File: config.mk
export PLATFORM = sky130hd
export DESIGN_NAME = uart_tx_arbiter
export DESIGN_NICKNAME = d
export VERILOG_FILES = /design/src/rtl/uart_tx_arbiter.sv
export SDC_FILE = /design/constraint.sdc
export NUM_CORES = 1
export LEC_CHECK = 0
export ABC_CLOCK_PERIOD_IN_PS = 4350
export CORE_UTILIZATION = 40
export DETAILED_ROUTE_END_ITERATION = 10
export PLACE_DENSITY_LB_ADDON = 0.2
export SLEW_MARGIN = 20
export SYNTH_ARGS = -nofsm -noshare
export SYNTH_HDL_FRONTEND = slang
export SYNTH_SLANG_ARGS = --single-unit
File: constraint.sdc
create_clock -name txclk -period 4.35 [get_ports txclk]
set_input_delay 0.435 -clock txclk [delete_from_list [all_inputs] [get_ports txclk]]
set_output_delay 0.435 -clock txclk [all_outputs]
set_load 0.01 [all_outputs]
File: src/rtl/uart_tx_arbiter.sv
// Arbiter and load sequencer for the single TX UART: cfg replies have strict
// priority, fwd/evt share a round-robin slot, one packet is in flight at a time.
module uart_tx_arbiter #(
  parameter int unsigned WIDTH        = 64,
  parameter int unsigned BUSY_TIMEOUT = 4
) (
  input  logic             txclk,
  input  logic             reset,
  input  logic             cfg_valid,
  input  logic [WIDTH-2:0] cfg_data,
  output logic             cfg_ack,
  input  logic             fwd_valid,
  input  logic [WIDTH-2:0] fwd_data,
  output logic             fwd_ack,
  input  logic             evt_valid,
  input  logic [WIDTH-2:0] evt_data,
  output logic             evt_ack,
  input  logic             tx_enable,
  input  logic             tx_busy,
  output logic             ld_tx_data,
  output logic [WIDTH-2:0] tx_data,
  output logic [1:0]       grant,
  output logic [7:0]       timeout_count
);

  typedef enum logic [1:0] {
    S_IDLE,
    S_LOAD,
    S_WAIT_START,
    S_WAIT_DONE
  } state_e;

  localparam logic [1:0] GNT_NONE = 2'b00;
  localparam logic [1:0] GNT_CFG  = 2'b01;
  localparam logic [1:0] GNT_FWD  = 2'b10;
  localparam logic [1:0] GNT_EVT  = 2'b11;

  localparam logic [3:0] WAIT_LAST = 4'(BUSY_TIMEOUT - 1);

  state_e           state_q, state_d;
  logic [WIDTH-2:0] tx_data_q, tx_data_d;
  logic [1:0]       grant_q, grant_d;
  logic             ld_q, ld_d;
  logic             cfg_ack_q, cfg_ack_d;
  logic             fwd_ack_q, fwd_ack_d;
  logic             evt_ack_q, evt_ack_d;
  logic             evt_last_q, evt_last_d;  // 1: evt won the last fwd/evt grant
  logic [3:0]       wait_cnt_q, wait_cnt_d;
  logic [7:0]       timeout_q, timeout_d;

  logic [1:0]       winner;
  logic [WIDTH-2:0] winner_data;

  always_comb begin
    winner      = GNT_NONE;
    winner_data = '0;
    if (cfg_valid) begin
      winner      = GNT_CFG;
      winner_data = cfg_data;
    end else if (fwd_valid && (!evt_valid || evt_last_q)) begin
      winner      = GNT_FWD;
      winner_data = fwd_data;
    end else if (evt_valid) begin
      winner      = GNT_EVT;
      winner_data = evt_data;
    end
  end

  // NOTE: every _d gets a default before the case so no path can infer a latch;
  // strobes default to 0 so they live for exactly one cycle.
  always_comb begin
    state_d    = state_q;
    tx_data_d  = tx_data_q;
    grant_d    = grant_q;
    evt_last_d = evt_last_q;
    wait_cnt_d = wait_cnt_q;
    timeout_d  = timeout_q;
    ld_d       = 1'b0;
    cfg_ack_d  = 1'b0;
    fwd_ack_d  = 1'b0;
    evt_ack_d  = 1'b0;

    unique case (state_q)
      S_IDLE: begin
        if (tx_enable && !tx_busy && (winner != GNT_NONE)) begin
          state_d   = S_LOAD;
          tx_data_d = winner_data;
          grant_d   = winner;
          ld_d      = 1'b1;
          cfg_ack_d = (winner == GNT_CFG);
          fwd_ack_d = (winner == GNT_FWD);
          evt_ack_d = (winner == GNT_EVT);
          if (winner == GNT_FWD) evt_last_d = 1'b0;
          if (winner == GNT_EVT) evt_last_d = 1'b1;
        end
      end
      S_LOAD: begin
        state_d    = S_WAIT_START;
        wait_cnt_d = '0;
      end
      S_WAIT_START: begin
        if (tx_busy) begin
          state_d = S_WAIT_DONE;
        end else if (wait_cnt_q == WAIT_LAST) begin
          // Source was already acked, so a missed start drops the packet.
          state_d = S_IDLE;
          if (timeout_q != 8'hFF) timeout_d = timeout_q + 8'd1;
        end else begin
          wait_cnt_d = wait_cnt_q + 4'd1;
        end
      end
      S_WAIT_DONE: begin
        if (!tx_busy) state_d = S_IDLE;
      end
      default: state_d = S_IDLE;
    endcase
  end

  // NOTE: sequential state uses non-blocking assignments only, and every
  // register (including the payload) is cleared by the synchronous reset.
  always_ff @(posedge txclk) begin
    if (reset) begin
      state_q    <= S_IDLE;
      tx_data_q  <= '0;
      grant_q    <= GNT_NONE;
      ld_q       <= 1'b0;
      cfg_ack_q  <= 1'b0;
      fwd_ack_q  <= 1'b0;
      evt_ack_q  <= 1'b0;
      evt_last_q <= 1'b1;
      wait_cnt_q <= '0;
      timeout_q  <= '0;
    end else begin
      state_q    <= state_d;
      tx_data_q  <= tx_data_d;
      grant_q    <= grant_d;
      ld_q       <= ld_d;
      cfg_ack_q  <= cfg_ack_d;
      fwd_ack_q  <= fwd_ack_d;
      evt_ack_q  <= evt_ack_d;
      evt_last_q <= evt_last_d;
      wait_cnt_q <= wait_cnt_d;
      timeout_q  <= timeout_d;
    end
  end

  assign ld_tx_data    = ld_q;
  assign cfg_ack       = cfg_ack_q;
  assign fwd_ack       = fwd_ack_q;
  assign evt_ack       = evt_ack_q;
  assign tx_data       = tx_data_q;
  assign grant         = grant_q;
  assign timeout_count = timeout_q;

endmodule
==> metrics.yaml, run 1 <==
status:
  status: "finished clean"
route:
  vias: 4784
  vias_per_cell: 5.64
  detail_route.iter0.violations: 288
  wl_per_cell_um: 17.7
  wl_mm: 15.0
  ant_nets: 0
  drc: 0
  drt_first_pass_iters: 4
timing:
  finClkSkew_ns: 0.00990
  maxSlewViolCount: 0
  worst_pin_slew_ns: 1.10
  max-slew-margin-rel: 0.262
  rsz0062_at_grt: "no"
  fin_ws_ns: 1.99
  setup_violations: 0
  max_freq_mhz: 424
  finalCritPeriodShare: 0.542
  min_period_ns: 2.36
  hold_viol: 0
  finalSetupTns_ns: 0
setup_path:
  critPathRequiredTime_ns: 4.61
  crit_path_max_incr_delay_ns: 0.86
  path_cells: "clkdlybuf4s50_1, nor2b_1, nor2b_2, a221oi_1, o41ai_2"
  r2r_end: "tx_data[50]"
  cp_num_buf_inv: 1
  path_delay_family: "simple AND/OR/NAND/NOR gates"
  worstSetupEndpointType: "register"
  reg2reg_from: "evt_last_q"
  critPathLaunchType: "input port"
  critPathKind: "input port to register"
  cp.arrival_ns: 2.61
  endpoint: "tx_data[50]"
  ff2ff_setup_slack_ns: 2.33
  cp_max_fo: 25
  cp.depth: 5
  cp-startpoint: "evt_valid"
  crit_slowest_cell: "nor2b_2"
  r2r_cells: 4
floorplan:
  start_util: 0.415
  die_area_um2: 11200
  die_w_um: 106
  ios: 273
  core_area_um2: 10400
  fp.dieH_um: 106
  row_count: 37
global_route:
  antenna_found_initial: 0
  globalRouteTotalUtil: 0.266
  grt_max_degree: 80
  grt_pass1_vias: 4894
  grt_pass1_wl_mm: 23.7
  overflow: 0
clock_network:
  cts_buffers: 9
  postCtsHoldBufs: 0
  post-cts-setup-buffers: 0
  cts_tree: "done"
  cts.clk_slew.worst_paths_ns: 0.08
  clock_sinks: 84
  cts-root-buf: "clkbuf_8"
  clockBufferDepth: 2
  htree_levels: 3
  cts_resized: 0
  clk_latency_ns: 0.36
synthesis:
  synth_top_area_cell: "dfxtp_1"
  netlist-cell-type-count: 43
  ys_top_cells_by_area: "dfxtp_1, o41ai_2, a211oi_1, a22oi_1, a221oi_1"
  syn-cell-area_um2: 4300
  synth_edf_count: 0
  synth_top_area_share: 0.391
  synth_ff_type: "dfxtp_1"
  syn-num-nets: 664
  syn-instance-count: 466
  ys_seq_area_frac: 0.391
  async_flop_share: 0
  yosysWarnings: 0
  avgSynthCellArea_um2: 9.24
  synth_seq_cells: 84
  synth.most_common_cell: "dfxtp_1"
  synth_common_cells: "dfxtp_1, nor2_1, a21oi_1, a211oi_1, a22oi_1"
placement:
  numPortBuffers: 272
  routabilityCongestion: 0.785
  post-place-ws_ns: 1.63
  hpwl_mm: 10.9
hold_path:
  hp-class: "register to register"
  whs_path_depth: 2
run:
  cap_violations: 0
pwr:
  p_leak_nw: 2.59
  ir_drop_v: 0.000170
  cellPowerDensity_nw_per_um2: 273
layout:
  nets: 906
  fillers: 822
  syn2layout_area_growth_pct: 68.3
  fin_util: 0.699
  layout-drive-gt1-share: 0.0787
  n_antenna_cell: 0
## how the worst min path moves through the flow
stage          slack, ns      from        to
6_report            0.49  grant[1]  grant[1]
2_1_floorplan       0.49  grant[1]  grant[1]
3_5_place_dp        0.47  grant[1]  grant[1]
3_3_place_gp        0.46  grant[1]  grant[1]
5_1_grt             0.50  grant[1]  grant[1]
4_1_cts             0.48  grant[1]  grant[1]
## through the flow
stage / area, um2 / cells / hold WS [ns] / power (W)
floorplan: 4300 / 466 / 0.491 / 0.00107
global placement: 7030 / 833 / 0.459 / 0.00136
detailed placement: 7030 / 833 / 0.469 / 0.00137
CTS: 7240 / 848 / 0.483 / 0.00199
global route: 7240 / 848 / 0.499 / 0.00207
finish: 7240 / 848 / 0.486 / 0.00198
## cell families after synthesis
kind of cell    count (synthesis)  share of synthesized area
compound gates                185                      0.353
xor+xnor                        2                    0.00407
fa+ha+maj                       2                    0.00581
buf+inv                        54                     0.0599
flops                          84                      0.391
mux                             4                    0.00988
simple gates                  135                      0.176
## per-layer routing
layer	wire, um	part of all wire	vias up	global-route usage
met1	5760	0.38	2285	0.288
met2	7700	0.51	197	0.479
met4	461	0.031	0	0.115
met5	0	0	-	0
met3	1080	0.072	35	0.0792
li1	-	-	2267	-
## tightest hold or removal path: cells and delay by family, from the launching register on
family	cells	cell delay (ns)
buf+inv	1	0.05
flops	1	0.32
compound gates	1	0.06
## flip-flops by register name (all words and copies together), names as in the netlist
signal	flops
evt_last_q	1
state_q	2
grant	2
wait_cnt_q	4
fwd_ack	1
evt_ack	1
timeout_count	8
tx_data	63
cfg_ack	1
ld_tx_data	1
## cells in the final DEF, fill, tap and decap left out, types with 2 or more instances in the layout
cell               n
a21oi_1           43
mux2i_1            2
a211oi_1          40
and2_1             2
o21ai_0            2
nand2b_1           3
o31ai_1            3
xor2_1             2
o41ai_2           22
nand2_1            7
nand3b_1          26
or4_1              2
nand4_1            2
ha_1               2
dfxtp_1           84
clkdlybuf4s50_1  270
a22oi_1           38
bufinv_16          2
o41ai_1            3
buf_4              9
nor3_1             5
inv_1              5
nor2_1            49
clkbuf_8          10
mux2_2             2
or3_1              2
a221oi_1          26
nor2b_1           26
nand3_1            3
## final cells by class
| class | count | area [um2] | area share |
|---|---|---|---|
| multi-input combinational | 328 | 2380 | 0.329 |
| clock buffer | 11 | 141 | 0.0195 |
| clock inverter | 4 | 73.8 | 0.0102 |
| tap | 136 | 170 | 0.0235 |
| sequential | 84 | 1680 | 0.232 |
| timing repair buffer | 280 | 2780 | 0.383 |
| inverter | 5 | 18.8 | 0.00259 |
## power by group
group          internal (W)  switching [W]
clock network      0.000337       0.000285
logic              0.000304       0.000210
registers          0.000814      0.0000265
No activity file was read; power rests on OpenSTA's default activity.
==> run 2, diff against run 1 <==
--- a/config.mk
+++ b/config.mk
@@ -5,8 +5,8 @@
 export SDC_FILE = /design/constraint.sdc
 export NUM_CORES = 1
 export LEC_CHECK = 0
-export ABC_CLOCK_PERIOD_IN_PS = 4350
-export CORE_UTILIZATION = 40
+export ABC_CLOCK_PERIOD_IN_PS = 2400
+export CORE_UTILIZATION = 37
 export DETAILED_ROUTE_END_ITERATION = 10
 export PLACE_DENSITY_LB_ADDON = 0.2
 export SLEW_MARGIN = 20
==> constraint.sdc (replaced) <==
create_clock -name txclk -period 2.4 [get_ports txclk]
set_input_delay 0.24 -clock txclk [delete_from_list [all_inputs] [get_ports txclk]]
set_output_delay 0.24 -clock txclk [all_outputs]
set_load 0.01 [all_outputs]
==> metrics.yaml, run 2 (synthesis results as in run 1) <==
status:
  status: "finished clean"
setup_path:
  crit_slowest_cell: "or4_1"
  critPathKind: "register to register"
  ff2ff_setup_slack_ns: 0.46  # -1.87 ns
  r2r_end: "timeout_count[4]"
  cp.arrival_ns: 2.20  # -0.41 ns
  critPathLaunchType: "register"
  cp-startpoint: "wait_cnt_q[0]"
  critPathRequiredTime_ns: 2.66  # -1.95 ns
  endpoint: "timeout_count[4]"
  reg2reg_from: "wait_cnt_q[0]"
  r2r_cells: 5  # +1
  worstSetupEndpointType: "register"
  path_cells: "ha_1, nor3b_1, o211ai_2, or4_1, a21oi_1"
  cp_max_fo: 8  # -68%
  crit_path_max_incr_delay_ns: 0.47  # -0.39 ns
pwr:
  cellPowerDensity_nw_per_um2: 524  # +92%
  p_sw_w: 0.000992  # +90%
  ir_drop_v: 0.000348  # +100%
  comb_power_share: 0.244  # -0.016
  swShare: 0.255  # -0.00923
  p_int_w: 0.00291  # +100%
  p_total_w: 0.00390  # +97%
  p_leak_nw: 2.68  # +3.6%
  pwr-share-clk: 0.364  # +0.050
  seq_power_share: 0.391  # -0.034
clock_network:
  cts_buffers: 9  # unchanged
  cts_resized: 0  # unchanged
  htree_levels: 3  # unchanged
  postCtsHoldBufs: 0  # unchanged
  cts.clk_slew.worst_paths_ns: 0.06  # -0.02 ns
  post-cts-setup-buffers: 0  # unchanged
  clk_latency_ns: 0.34  # -0.02 ns
  clock_sinks: 84  # unchanged
  clockBufferDepth: 2  # unchanged
  cts_tree: "done"
  cts-root-buf: "clkbuf_16"
route:
  drc: 0  # unchanged
  wl_mm: 14.9  # -0.95%
  drt_first_pass_iters: 4  # unchanged
  wl_per_cell_um: 17.2  # -2.8%
  ant_nets: 0  # unchanged
  vias_per_cell: 5.44  # -3.6%
  detail_route.iter0.violations: 269  # -6.6%
  vias: 4701  # -1.7%
global_route:
  antenna_found_initial: 0  # unchanged
  overflow: 0  # unchanged
  grt_max_degree: 74  # -7.5%
  grt_pass1_wl_mm: 21.8  # -8.0%
  grt_pass1_vias: 4433  # -9.4%
  globalRouteTotalUtil: 0.235  # -0.0318
timing:
  maxSlewViolCount: 0  # unchanged
  finalCritPeriodShare: 0.808
  max-slew-margin-rel: 0.477  # +0.215
  max_freq_mhz: 516
  setup_violations: 0  # unchanged
  finClkSkew_ns: 0.00782  # -0.00208 ns
  rsz0062_at_grt: "no"
  worst_pin_slew_ns: 0.785  # -0.317 ns
  min_period_ns: 1.94
  hold_viol: 0  # unchanged
floorplan:
  start_util: 0.379  # -0.0365
  row_count: 39  # +5.4%
  die_w_um: 110  # +3.9%
  fp.dieH_um: 110  # +3.9%
  die_area_um2: 12100  # +8.0%
  core_area_um2: 11400  # +9.6%
  ios: 273  # unchanged
placement:
  routabilityCongestion: 0.830  # +5.7%
  numPortBuffers: 272  # unchanged
  place_area_um2: 7120  # +1.3%
  hpwl_mm: 10.9  # about the same
layout:
  largest_register_ffs: 63  # unchanged
  n_antenna_cell: 0  # unchanged
  final_common_cell: "clkdlybuf4s50_1"
  final_area_um2: 7430  # +2.6%
  layout_common_cells: "clkdlybuf4s50_1, dfxtp_1, nor2_1"
  layout-drive-gt1-share: 0.0902  # +0.0115
  nets: 914  # +0.88%
  syn2layout_area_growth_pct: 72.7
hold_path:
  hp-class: "input port to register"
run:
  cap_violations: 0  # unchanged
run 2: changes by cell type in the layout (fill, tap and decap cells not counted), sizes merged:
cell      previous run  this run
clkinvlp             0         1
clkbuf              11        12
buf                 10        18
bufinv               2         1
run 2: metrics by stage:
stage / hold slack (ns) / TNS [ns] / instances / worst slack (ns) / utilization
finish: 0.326 / 0 / 864 / 0.462 / 0.654
CTS: 0.327 / 0 / 864 / 0.242 / 0.653
detailed placement: 0.475 / -1.97 / 848 / -0.117 / 0.626
floorplan: 0.389 / 0 / 466 / 0.734 / -
global route: 0.338 / 0 / 864 / 0.237 / 0.654
global placement: 0.466 / 0 / 848 / 0.0305 / 0.626
run 2: power groups by stage:
stage	clock network [W]	logic, W	registers [W]
floorplan	0	0.000346	0.00159
global placement	0	0.000935	0.00155
detailed placement	0	0.000953	0.00155
CTS	0.00145	0.000957	0.00152
global route	0.00152	0.00102	0.00153
finish	0.00142	0.000952	0.00152
run 2: critical path: cells and delay by family, from the launching register on:
family                   cells  cell delay [ns]
AO/OA/AOI/OAI                2             0.44
adder cells (fa/ha/maj)      1             0.18
flip-flops                   1             0.37
AND/OR/NAND/NOR              2             0.88
run 2: routing by layer:
layer / track usage / vias to the layer above / wire length, um
li1: - / 2289 / -
met5: 0 / - / 0
met4: 0.0990 / 0 / 359
met3: 0.0628 / 27 / 1140
met2: 0.404 / 203 / 7330
met1: 0.273 / 2182 / 6040
run 2: final cells by class:
class | instances | area [um2]
Clock buffer | 12 | 256
Clock inverter | 4 | 47.5
Fill cell | 939 | 3940
Inverter | 5 | 18.8
Multi-Input combinational cell | 328 | 2390
Sequential cell | 84 | 1680
Tap cell | 143 | 179
Timing Repair Buffer | 288 | 2860
run 2: worst min path at each step:
stage	from	endpoint	slack, ns	cells past startpoint
3_3_place_gp	grant[1]	grant[1]	0.47	2
6_report	cfg_valid	fwd_ack	0.33	3
2_1_floorplan	tx_busy	state_q[0]	0.39	2
5_1_grt	cfg_valid	fwd_ack	0.34	3
3_5_place_dp	tx_data[62]	tx_data[62]	0.47	2
4_1_cts	cfg_valid	fwd_ack	0.33	3
